[src/rtl/mem_arbiter_n.sv]
// -----------------------------------------------------------------------------
// mem_arbiter_n
//
// Merges NUM_PORTS memory requesters (instruction fetch, data, DMA, debug)
// onto one downstream memory bus using the access/ack handshake, word
// addressing [ADDR_WIDTH:1] and byte selects.
//
// In IDLE the winning requester is chosen combinationally and driven straight
// onto the downstream bus. The arbiter then locks onto that port (BUSY) until
// the slave acks or the port withdraws its request.
//
// Optional feature macro: MEM_ARBITER_ROUND_ROBIN_EN
//   defined   : round-robin arbitration starting after the last granted port
//   undefined : fixed priority, highest port index wins (no pointer register)
//
// Ports (port-indexed buses are flattened, port i at slice i):
//   clk, reset      clock, asynchronous active-high reset
//   m_addr          requester word addresses        (NUM_PORTS*ADDR_WIDTH)
//   m_data_out      requester write data            (NUM_PORTS*DATA_WIDTH)
//   m_data_in       read data, zero on non-granted  (NUM_PORTS*DATA_WIDTH)
//   m_access        request strobes                 (NUM_PORTS)
//   m_ack           per-port completion             (NUM_PORTS)
//   m_wr_en         write enables                   (NUM_PORTS)
//   m_bytesel       byte selects                    (NUM_PORTS*BYTESEL_WIDTH)
//   q_m_*           downstream bus (addr, data in/out, access, ack, wr_en,
//                   bytesel)
//   q_grant         one-hot bus owner, zero when nothing is requested
// -----------------------------------------------------------------------------
module mem_arbiter_n #(
   parameter int  NUM_PORTS     = 4,
   parameter int  ADDR_WIDTH    = 19,
   parameter int  DATA_WIDTH    = 16,
   localparam int BYTESEL_WIDTH = DATA_WIDTH / 8
) (
   input  logic                              clk,
   input  logic                              reset,
   input  logic [NUM_PORTS*ADDR_WIDTH-1:0]    m_addr,
   input  logic [NUM_PORTS*DATA_WIDTH-1:0]    m_data_out,
   output logic [NUM_PORTS*DATA_WIDTH-1:0]    m_data_in,
   input  logic [NUM_PORTS-1:0]               m_access,
   output logic [NUM_PORTS-1:0]               m_ack,
   input  logic [NUM_PORTS-1:0]               m_wr_en,
   input  logic [NUM_PORTS*BYTESEL_WIDTH-1:0] m_bytesel,
   output logic [ADDR_WIDTH-1:0]              q_m_addr,
   input  logic [DATA_WIDTH-1:0]              q_m_data_in,
   output logic [DATA_WIDTH-1:0]              q_m_data_out,
   output logic                               q_m_access,
   input  logic                               q_m_ack,
   output logic                               q_m_wr_en,
   output logic [BYTESEL_WIDTH-1:0]           q_m_bytesel,
   output logic [NUM_PORTS-1:0]               q_grant
);

   localparam int IW = (NUM_PORTS > 1) ? $clog2(NUM_PORTS) : 1;

   typedef enum logic {
      ST_IDLE = 1'b0,
      ST_BUSY = 1'b1
   } state_e;

   state_e          state_q, state_d;
   logic [IW-1:0]   grant_idx_q, grant_idx_d;
   logic [IW-1:0]   win_s;
   logic [IW-1:0]   sel_s;
   logic            any_req_s;
   logic            busy_s;

`ifdef MEM_ARBITER_ROUND_ROBIN_EN
   logic [IW-1:0]   last_grant_q, last_grant_d;
`endif

   assign any_req_s = |m_access;
   assign busy_s    = (state_q == ST_BUSY);
   // Locked to the registered owner while BUSY, otherwise follow the live winner.
   assign sel_s     = busy_s ? grant_idx_q : win_s;

   // Winner selection among the current requesters.
   always_comb begin
      win_s = '0;
`ifdef MEM_ARBITER_ROUND_ROBIN_EN
      begin
         logic found;
         int   cand;
         found = 1'b0;
         // Search starts one past the last grant and wraps around.
         for (int k = 1; k <= NUM_PORTS; k++) begin
            cand  = (int'(last_grant_q) + k) % NUM_PORTS;
            win_s = (!found && m_access[cand]) ? IW'(cand) : win_s;
            found = found | m_access[cand];
         end
      end
`else
      // Later (higher) indices overwrite earlier ones: highest index wins.
      for (int i = 0; i < NUM_PORTS; i++) begin
         win_s = m_access[i] ? IW'(i) : win_s;
      end
`endif
   end

   // Downstream mux; the strobe drops in the ack cycle and on abandon.
   always_comb begin
      q_m_addr     = m_addr[int'(sel_s)*ADDR_WIDTH +: ADDR_WIDTH];
      q_m_data_out = m_data_out[int'(sel_s)*DATA_WIDTH +: DATA_WIDTH];
      q_m_bytesel  = m_bytesel[int'(sel_s)*BYTESEL_WIDTH +: BYTESEL_WIDTH];
      q_m_wr_en    = m_wr_en[sel_s];
      q_m_access   = ~q_m_ack & (busy_s ? m_access[grant_idx_q] : any_req_s);
   end

   // Per-port return path and one-hot grant.
   always_comb begin
      m_data_in = '0;
      m_ack     = '0;
      q_grant   = '0;
      for (int i = 0; i < NUM_PORTS; i++) begin
         m_data_in[i*DATA_WIDTH +: DATA_WIDTH] =
            (busy_s && (grant_idx_q == IW'(i))) ? q_m_data_in : '0;
         m_ack[i]   = busy_s & (grant_idx_q == IW'(i)) & q_m_ack;
         q_grant[i] = busy_s ? (grant_idx_q == IW'(i))
                             : (any_req_s & (win_s == IW'(i)));
      end
   end

   // Next-state logic for the IDLE/BUSY handshake FSM.
   always_comb begin
      state_d     = state_q;
      grant_idx_d = grant_idx_q;
`ifdef MEM_ARBITER_ROUND_ROBIN_EN
      last_grant_d = last_grant_q;
`endif
      case (state_q)
         ST_IDLE: begin
            // An ack seen in IDLE is stray and blocks the grant for that cycle.
            if (any_req_s && !q_m_ack) begin
               state_d     = ST_BUSY;
               grant_idx_d = win_s;
`ifdef MEM_ARBITER_ROUND_ROBIN_EN
               last_grant_d = win_s;
`endif
            end else begin
               state_d = ST_IDLE;
            end
         end
         ST_BUSY: begin
            // Completion or abandonment both release the bus.
            if (q_m_ack || !m_access[grant_idx_q]) begin
               state_d = ST_IDLE;
            end else begin
               state_d = ST_BUSY;
            end
         end
         default: begin
            state_d = ST_IDLE;
         end
      endcase
   end

   // State, owner and fairness pointer registers.
   always_ff @(posedge clk or posedge reset) begin
      if (reset) begin
         state_q     <= ST_IDLE;
         grant_idx_q <= '0;
`ifdef MEM_ARBITER_ROUND_ROBIN_EN
         last_grant_q <= IW'(NUM_PORTS - 1);
`endif
      end else begin
         state_q     <= state_d;
         grant_idx_q <= grant_idx_d;
`ifdef MEM_ARBITER_ROUND_ROBIN_EN
         last_grant_q <= last_grant_d;
`endif
      end
   end

endmodule
[config.mk]
export PLATFORM = sky130hd
export DESIGN_NAME = mem_arbiter_n
export DESIGN_NICKNAME = d
export VERILOG_FILES = /design/src/rtl/mem_arbiter_n.sv
export SDC_FILE = /design/constraint.sdc
export NUM_CORES = 1
export LEC_CHECK = 0
export ABC_AREA = 1
export BUFFER_PORTS_ARGS = -buffer_cell sky130_fd_sc_hd__buf_2
export CORE_AREA = 4 4 110 112
export DETAILED_ROUTE_END_ITERATION = 10
export DIE_AREA = 0 0 114 116
export PLACE_DENSITY = 0.67
export SLEW_MARGIN = 20
export SYNTH_ARGS = -nofsm -noshare
export SYNTH_HDL_FRONTEND = slang
export SYNTH_SLANG_ARGS = --single-unit
[constraint.sdc]
create_clock -name clk -period 2.4 [get_ports clk]
set_input_delay 0.12 -clock clk [delete_from_list [all_inputs] [get_ports clk]]
set_output_delay 0.12 -clock clk [all_outputs]
set_load 0.005 [all_outputs]
==> metrics.txt <==
run status=completed; Post-synth EDFFs=0; n_diodes=0; final instance area=4148 µm²; die height=116 µm; P&R area growth vs syn=61.87%; vias per cell=approximately 4.2; Req. time, crit path=2.28 ns; crit path cell chain=inv_2 > o21ai_4 > buf_4 > nand3_1 > nand2_1 > buf_2; leading area contributor after synthesis=nand3_1; adder-cell share of the synthesized area=0%; core area=roughly 11000 µm²; most frequent cell after synthesis=inv_1; fin nets=1024; GRT overflow=0; slowest stage delay, CP=just over 0.5 ns; element type at the critical path end=primary output; gpl congestion=0.8819; FFs w/ async S/R, synth=100.0%; CTS Buf Count=3; TritonCTS clock tree=done; Synth Area in Compound Gates=under 10%; count of pins over their slew limit=0; Max Cap Viol=0; Final Critical Period=2.122 ns; Synth top cells by count=175 x inv_1, 161 x nand3_1, 122 x nand2_1, 69 x nor2_1, 16 x buf_2; simple-gate share of the synthesized area=60.55%; largest net degree at the start of global routing=48; mux contribution to synthesized area=0%; Clock transition at path regs=~0.03 ns; hold crit path type=in -> reg; drt wl/cell=11.82 µm; Syn Inst Count=roughly 580; Setup Viol. Count Final=0; max_slew headroom=51.53%; initial antenna violation count=0; CP max FO=23; row count=39; WP data arrival=2.00 ns; 1st-pass router iterations=5; xor/xnor share of the synthesized area=0%; Period Utilization, post-route=88.42%; Max Clk Rate=between 400 and 500 MHz; Clock Latency Late Sink=0.22 ns; largest family of logic cells by synthesized area=simple AND/OR/NAND/NOR gates; post_cts resized=0; deepest clock path buffer count=2; dpl cell area=4059 µm²; Fillers=between 1000 and 1500; vias in the first global route=3647; CTS Hold Bufs=1; Total GRT Usage=15.53%; clk_skew=0.00008883 ns; antenna viol nets, final=0; crit start category=flip-flop; # clock sinks=3; root buffer cell=clkbuf_16; Vias=between 4000 and 5000; CP Class=reg -> out; post-route setup TNS=0 ns; Initial DRC Count=306; share of layout cells above drive strength 1=36.20%; Mapped Nets=~760; Unique masters post-synth=17; post-synth design cell area=approximately 2600 µm²; number of synthesis warnings=0; syn_area_per_cell=4.388 µm²; sequential area share after synthesis=2.930%; Peak VDD IR=321.8 µV; Die W=114 µm; die area=13220 µm²; Register Area=between 70 and 80 µm²; Leak=0.003152 µW; Fin. Hold Viols=0; top cells by area, synth=nand3_1 31%, inv_1 26%, nand2_1 18%, nor2_1 10%, buf_2 3.1%; ys flop type=dfrtp_1; Synth Register Bits=3; buffer count from post-CTS setup fixing=0; Worst path slowest cell=dfrtp_1; DRC errors left=0; multi-input logic area=around 1600 µm²; Ports=286; DP Wirelength=9500 µm; Starting Density=22.83%; RSZ-0062 raised after global routing=false; worst slew pin tran=0.7250 ns; first-pass GRT wire length=17290 µm; post-synth top area share=31.45%; pwr dens=slightly above 500 nW/µm²; IO Port Bufs=between 200 and 300; Post-Route WL=11720 µm; H-tree levels=1; Tot Pwr=about 2100 µW
==> layout make-up <==
| class | count | area share (%) |
|---|---|---|
| multi-input combinational | 366 | 38.94 |
| clock buffer | 4 | 1.900 |
| sequential | 3 | 1.810 |
| tap | 143 | 4.314 |
| timing repair buffer | 297 | 36.92 |
| inverter | 178 | 16.11 |
==> cells by family (layout without fill, tap and decap cells) <==
logic type             Yosys count  count (layout)
and+or+nand+nor                356             356
buffers and inverters          215             479
AOI/OAI and AO/OA               10              10
DFF                              3               3
==> worst max-delay path, delay by kind of cell (launching register included) <==
family,cells,cell delay [ns]
AO/OA/AOI/OAI,1,0.41
buffers and inverters,3,0.59
flip-flops,1,0.51
AND/OR/NAND/NOR,2,0.26
==> stage by stage <==
step           utilization [%]  hold WS (ns)  setup WS (ns)  cells
5_1_grt                  36.96        0.3249        0.08768    991
4_1_cts                  36.96        0.2885         0.2626    991
3_5_place_dp             36.17     -0.008514         0.4980    986
6_report                 36.96        0.2848         0.2778    991
2_1_floorplan                -       -0.1264          1.064    584
3_3_place_gp             36.17      -0.01144         0.5085    986
==> cell usage in the layout (no fill, tap or decap), types with 3 or more instances in the layout <==
cell       synthesis  layout
buf_2             16     285
inv_2              3       3
nand2_1          122     122
o21ai_0            7       7
buf_4             10      10
nor2_1            69      69
inv_1            175     175
dfrtp_1            3       3
clkbuf_16          0       3
nand3_1          161     161
==> per-layer routing <==
| metal | up-vias | GRT usage, % | wire length [µm] |
|---|---|---|---|
| li1 | 2240 | - | - |
| met2 | 153 | 26.85 | 5806 |
| met5 | - | 0 | 0 |
| met3 | 18 | 2.663 | 909 |
| met4 | 0 | 4.276 | 178 |
| met1 | 1759 | 19.91 | 4822 |
==> report_power, final <==
group	internal (µW)	switching, µW
Sequential	64.6	30.0
Combinational	722	1030
Clock	219	44.2
==> worst paths after layout <==
| check | startpoint | end | slack (ns) | depth (start not counted) |
|---|---|---|---|---|
| max in group asynchronous | reset | busy_s$_DFF_PP0_ | 1.95 | 3 |
| setup reg to reg | busy_s$_DFF_PP0_ | grant_idx_q[0]$_DFFE_PP0P_ | 1.23 | 4 |
| hold / removal | m_access[2] | grant_idx_q[1]$_DFFE_PP0P_ | 0.28 | 3 |
| min in group asynchronous | reset | grant_idx_q[1]$_DFFE_PP0P_ | 0.32 | 3 |
| setup / recovery | busy_s$_DFF_PP0_ | q_m_addr[1] | 0.28 | 6 |
| hold reg to reg | grant_idx_q[0]$_DFFE_PP0P_ | grant_idx_q[0]$_DFFE_PP0P_ | 0.64 | 2 |
==> sequential cells by signal, summed over array words and instances, names as in the netlist <==
name         flops
grant_idx_q      2
busy_s           1
(Power assumes the default switching activity.)
